`src/rtl/alu_op_issuer.sv`:
```
// ALU operation issuer: latches operands, drives one-hot ALU control for
// SETTLE cycles, then captures the ALU result into HI/LO or Z.
module alu_op_issuer #(
  parameter int BITS      = 32,
  parameter int SIG_COUNT = 12,
  parameter int SETTLE    = 1
) (
  input  logic                   clk,
  input  logic                   clr,
  input  logic                   op_valid,
  output logic                   op_ready,
  input  logic [3:0]             opcode,
  input  logic [BITS-1:0]        a_in,
  input  logic [BITS-1:0]        b_in,
  output logic [SIG_COUNT-1:0]   ctrl_signal,
  output logic [BITS-1:0]        X,
  output logic [BITS-1:0]        Y,
  input  logic [2*BITS-1:0]      OpResult,
  output logic [BITS-1:0]        HI,
  output logic [BITS-1:0]        LO,
  output logic [BITS-1:0]        Z,
  output logic                   done,
  output logic                   illegal
);

  typedef enum logic [1:0] {
    S_IDLE,
    S_WAIT,
    S_DONE
  } state_t;

  localparam logic [3:0] CNT_LOAD = 4'(SETTLE - 1);
  localparam logic [3:0] OP_MUL   = 4'd2;
  localparam logic [3:0] OP_DIV   = 4'd3;

  state_t               state_q, state_d;
  logic [3:0]           cnt_q, cnt_d;
  logic [SIG_COUNT-1:0] ctrl_q, ctrl_d;
  logic [BITS-1:0]      x_q, x_d;
  logic [BITS-1:0]      y_q, y_d;
  logic [BITS-1:0]      hi_q, hi_d;
  logic [BITS-1:0]      lo_q, lo_d;
  logic [BITS-1:0]      z_q, z_d;
  logic                 wide_q, wide_d;
  logic                 done_q, done_d;
  logic                 ill_q, ill_d;
  logic                 legal;

  assign legal = {28'd0, opcode} < 32'(SIG_COUNT);

  always_comb begin
    state_d = state_q;
    cnt_d   = cnt_q;
    ctrl_d  = ctrl_q;
    x_d     = x_q;
    y_d     = y_q;
    hi_d    = hi_q;
    lo_d    = lo_q;
    z_d     = z_q;
    wide_d  = wide_q;
    done_d  = 1'b0;
    ill_d   = 1'b0;
    unique case (state_q)
      S_IDLE: begin
        if (op_valid) begin
          if (legal) begin
            x_d     = a_in;
            y_d     = b_in;
            ctrl_d  = SIG_COUNT'(1) << opcode;
            cnt_d   = CNT_LOAD;
            wide_d  = (opcode == OP_MUL) || (opcode == OP_DIV);
            state_d = S_WAIT;
          end else begin
            ill_d = 1'b1;
          end
        end
      end
      S_WAIT: begin
        if (cnt_q == 4'd0) begin
          // MUL/DIV produce a double-width result split across HI/LO
          if (wide_q) begin
            hi_d = OpResult[2*BITS-1:BITS];
            lo_d = OpResult[BITS-1:0];
          end else begin
            z_d = OpResult[BITS-1:0];
          end
          ctrl_d  = '0;
          done_d  = 1'b1;
          state_d = S_DONE;
        end else begin
          cnt_d = cnt_q - 4'd1;
        end
      end
      S_DONE: begin
        state_d = S_IDLE;
      end
      default: begin
        state_d = S_IDLE;
      end
    endcase
  end

  always_ff @(posedge clk) begin
    if (clr) begin
      state_q <= S_IDLE;
      cnt_q   <= '0;
      ctrl_q  <= '0;
      x_q     <= '0;
      y_q     <= '0;
      hi_q    <= '0;
      lo_q    <= '0;
      z_q     <= '0;
      wide_q  <= 1'b0;
      done_q  <= 1'b0;
      ill_q   <= 1'b0;
    end else begin
      state_q <= state_d;
      cnt_q   <= cnt_d;
      ctrl_q  <= ctrl_d;
      x_q     <= x_d;
      y_q     <= y_d;
      hi_q    <= hi_d;
      lo_q    <= lo_d;
      z_q     <= z_d;
      wide_q  <= wide_d;
      done_q  <= done_d;
      ill_q   <= ill_d;
    end
  end

  assign op_ready    = (state_q == S_IDLE);
  assign ctrl_signal = ctrl_q;
  assign X           = x_q;
  assign Y           = y_q;
  assign HI          = hi_q;
  assign LO          = lo_q;
  assign Z           = z_q;
  assign done        = done_q;
  assign illegal     = ill_q;

endmodule

```
`config.mk`:
```
export PLATFORM = sky130hd
export DESIGN_NAME = alu_op_issuer
export DESIGN_NICKNAME = d
export VERILOG_FILES = /design/src/rtl/alu_op_issuer.sv
export SDC_FILE = /design/constraint.sdc
export NUM_CORES = 1
export LEC_CHECK = 0
export BUFFER_PORTS_ARGS = -buffer_cell sky130_fd_sc_hd__buf_2
export CORE_ASPECT_RATIO = 1.75
export CORE_MARGIN = 4
export CORE_UTILIZATION = 45
export DETAILED_ROUTE_END_ITERATION = 8
export PLACE_DENSITY_LB_ADDON = 0.05
export SYNTH_ARGS = -nofsm -noshare
export SYNTH_HDL_FRONTEND = slang
export SYNTH_SLANG_ARGS = --single-unit
```
`constraint.sdc`:
```
create_clock -name clk -period 2.65 [get_ports clk]
set_clock_uncertainty 0.05 [all_clocks]
set_input_delay 0.53 -clock clk [delete_from_list [all_inputs] [get_ports clk]]
set_output_delay 0.53 -clock clk [all_outputs]
set_load 0.1 [all_outputs]
```
-- After elaboration in Yosys (flattened, before gate mapping)
Cells that the tools add are included.
- register bits: 181
- input port bits: 135
- output and inout bits: 175
- word-level logic and storage cells: 51
- add/subtract/negate cells: 1
- magnitude comparators: 1
- equal/unequal tests: 7
- shift operators: 1
- multiplexer cells: 14
- bitwise operators: 4
- reductions and logical operators: 12
- operators by type and width (cell ; number):
    $mux 12 ; 3
    $pmux 12 s2 ; 1
    $mux 4 ; 3
    $reduce_and 3->1 ; 4
    $shl 1x4->12 const A ; 1
    $eq 4x2->1 const B ; 2
    $pmux 4 s2 ; 1
    $reduce_and 4->1 ; 2
    $mux 2 ; 3
    $ne 2x2->1 const B ; 3
    $logic_not 4->1 ; 1
    $lt 4x4->1 const B ; 1
    $not 1->1 ; 4
    $pmux 2 s2 ; 1
    $sub 4x1->4 const B ; 1
    $reduce_or 3->1 ; 1
    $eq 2x1->1 const B ; 1
    $logic_not 2->1 ; 1
    $mux 1 ; 2
    $ne 2x1->1 const B ; 1
    $reduce_bool 2->1 ; 1
    $reduce_or 2->1 ; 1
    $logic_or 1x1->1 ; 1

-- Logic depth before layout (Yosys ltp)
- depth in word-level cells: 4
- gate-level depth with buffers: 7
- gate-level depth less buffers: 5

-- Least setup slack after synthesis
No wires, ideal clock.
- kind: reg-to-output
- start: register state_q[1]
- end: output op_ready
- data arrival time: 1.600 ns
- path slack: 0.470 ns
- cell stages (with the launch flop): 2
- buffers on the path: 0
- cell sequence: dfxtp_1 > nor2_1
- longest elaborated chain between the ends: 1
- ends and longest elaborated chain (item ; RTL line ; text):
    start: declaration ; 36 ; state_t state_q, state_d;
    start signal: assignment ; 117 ; state_q <= state_d;
    $logic_not 2->1 ; 131 ; assign op_ready = (state_q == S_IDLE);
    end: declaration ; 11 ; output logic op_ready,
Every way passes these cells.

-- Final worst setup path
- start: register state_q[0]
- end: register z_q[11] (netlist: Z[11])
- longest elaborated chain between the ends: 2
- ends and longest elaborated chain (item ; RTL line ; text):
    $eq 2x1->1 ; 63 ; unique case (state_q)
    $reduce_and 3->1 (no line) ; -- ;
    end signal: assignment ; 124 ; z_q <= z_d;
    end: declaration ; 43 ; logic [BITS-1:0] z_q, z_d;
Every way passes these cells.
A chain may end at the register's enable or synchronous reset.

==> out/qor.txt <==
Status: finished clean
Synthesis Warnings: 0
Finish-stage setup viols: 0
Core ar.: 16000 um2
Reported max-cap violation count: 0
Worst Path Max Fanout: 32
Worst R2R Setup Slack: 0.65 ns
H-tree lvl count: 4
Area leader, netlist: dfxtp_1
Clock Tree Root: clkbuf_16
Total power per unit cell area: 685 nW/um2
Die Ht: 177 um
Setup TNS: 0 ns
Final HPWL DP: 14.1 mm
Worst setup startpoint: state_q[0]
Initial Util: 0.461
Post-synthesis compound-gate area fraction: 0.111
Adder-cell share of the synthesized area: 0.00340
Number of synthesized register bits: 181
Seq/Total Area, Yosys: 0.492
Cell count after synthesis: 773
Std-Cell Rows: 61
Reg clk slew, reported paths: 0.07 ns
Clock sink count: 181
Worst-skew pair later-pin latency: 0.42 ns
Post-route cell area: 9570 um2
Reg power frac: 0.436
IO Port Bufs: 309
Worst reg2reg endpoint: Z[11]
Switch Pwr: 2.19 mW
Post-DR wirelength/cell: 16.1 um
Post-layout net count: 1184
Synth area leaders: dfxtp_1 49%, nand2b_1 14%, mux2i_1 13%, a21oi_1 4.6%, o21ai_0 4.4%
Final period utilization: 0.755
Kind of critical path: register to register
Syn nets: 910
Drt first-iter violations: 266
Vias in the first global route: 6347
Worst-Margin Slew: 0.669 ns
Crit-path slowest cell: dfxtp_1
Peak Freq: 500 MHz
Slew HR: 0.554
VDD IR max: 441 uV
TritonCTS clock tree: done
Main combinational cell family by area after synthesis: simple AND/OR/NAND/NOR gates
Area Overhead vs Synth: 30.0%
Crit. End Element: register
Main flop type after synthesis: dfxtp_1
Reg2reg start: state_q[0]
GRT Util Overall: 0.213
Switching portion of total power: 0.334
Post-CTS Setup Repair Bufs: 0
Via/cell ratio: 5.09
Slew Limit Fails: 0
Antenna Violating Nets Remaining: 0
GPL Wtd Cong: 0.761
Post-Synth XOR/XNOR Area: 0
CTS max path bufs: 2
Mux share of post-synthesis cell area: 0.131
Worst-path cell chain: or3b_1 > or3_2 > buf_4 > mux2i_1
Synthesized area: 7360 um2
Synth cell count leaders: 181 x dfxtp_1, 162 x nand2b_1, 96 x mux2i_1
Drt total wl: 20.2 mm
DRC errors left: 0
P_int: 4.37 mW
Overall die width: 105 um
CP required: 2.89 ns
Layout cell share with drive strength beyond 1: 0.342
First-pass GRT wire length: 32.4 mm
Post-synth EDFFs: 0
P_leak: 4.32 nW
Most common cell in the netlist: dfxtp_1
Post-synthesis simple-gate area fraction: 0.208
RSZ-0062 raised after global routing: false
Critical Path Sink: Z[11]
Crit path DAT: 2.24 ns
Total CTS buffers: 17
Crit-path max cell delay: 0.45 ns
Placed inst area: 9010 um2
Die ar.: 18500 um2
Clock power share: 0.367
Unique cell type count in the Yosys netlist: 33
Post-synth ARST share: 0
Initial antenna violation count: 2
Pin count of the biggest net entering global routing: 105
DR vias: 6353
Total congestion overflow: 0
Final Hold Vio Count: 0
Hold Buf Count CTS: 0
I/O pin count: 310
Min cycle time layout: 2.00 ns
Hold Path Class: input port to register
Logic gate share of total power: 0.197
Post_cts resized: 0
First-pass DRT Iterations: 4
Synth top area share: 0.492
Synth Area per Inst: 9.52 um2
FF-to-FF path depth: 4
CP Launch Type: register
## critical path: cells and delay by family (launching register included)
family	cells	cell delay [ns]
mux	1	0.18
flops	1	0.45
simple gates	2	0.84
buf+inv	1	0.31
## routing by layer
metal  share of wire  GRT usage  routed length [um]  vias up
met5         0.00035          0                   7        -
met4           0.018     0.0657                 366        2
met3           0.068     0.0690                1380       25
met2            0.51      0.370               10400      208
met1            0.40      0.248                8030     2936
li1                -          -                   -     3182
## worst min path at each step
stage / slack [ns] / start / to / cells past startpoint
finish: 0.30 / b_in[5] / Y[5] / 3
global route: 0.28 / a_in[18] / X[18] / 3
CTS: 0.28 / a_in[21] / X[21] / 3
detailed placement: 0.41 / HI[13] / HI[13] / 2
global placement: 0.41 / LO[18] / LO[18] / 2
floorplan: 0.42 / cnt_q[1] / cnt_q[1] / 2
## area by class of cell
class | count | area, um2
Antenna cell | 1 | 2.50
Clock buffer | 19 | 443
Clock inverter | 12 | 118
Fill cell | 1545 | 6380
Inverter | 16 | 60.1
Multi-Input combinational cell | 507 | 3350
Sequential cell | 181 | 3620
Tap cell | 189 | 236
Timing Repair Buffer | 324 | 1740
## layout by cell type, fill, tap and decap left out, drive strengths merged, types with 3 or more instances in the layout
cell type	count
inv	23
a21oi	67
buf	324
nand3	64
clkbuf	19
mux2i	96
or3	5
o32ai	13
clkinv	3
dfxtp	181
o21ai	65
nand3b	4
nor3	3
nand2	3
nor2	5
nand2b	162
nor4	3
## power by group through the flow
stage | clock, mW | sequential [mW] | combinational [mW]
2_1_floorplan | 0 | 3.60 | 0.339
3_3_place_gp | 0 | 2.92 | 1.30
3_5_place_dp | 0 | 2.92 | 1.30
4_1_cts | 2.48 | 2.86 | 1.30
5_1_grt | 2.59 | 2.87 | 1.37
6_report | 2.41 | 2.86 | 1.29
## registers in the layout, indices dropped and copies added (netlist names), 2 cells and up
name and count:
HI 32, LO 32, X 32, Y 32, Z 32, ctrl_signal 12
cnt_q 4, state_q 2
## logic make-up after synthesis
logic type               Yosys count
adder cells (fa/ha/maj)            2
flip-flops                       181
buffers and inverters             85
AO/OA/AOI/OAI                    150
multiplexers                      96
AND/OR/NAND/NOR                  259
## stage by stage
step / hold WS [ns] / std cells / util / setup WS, ns / power, mW
2_1_floorplan: 0.420 / 773 / - / 0.470 / 3.94
3_3_place_gp: 0.405 / 1217 / 0.565 / 0.673 / 4.22
3_5_place_dp: 0.409 / 1217 / 0.565 / 0.667 / 4.22
4_1_cts: 0.279 / 1248 / 0.600 / 0.645 / 6.64
5_1_grt: 0.285 / 1249 / 0.600 / 0.517 / 6.83
6_report: 0.296 / 1249 / 0.600 / 0.648 / 6.56
No activity file was read; power rests on OpenSTA's default activity.
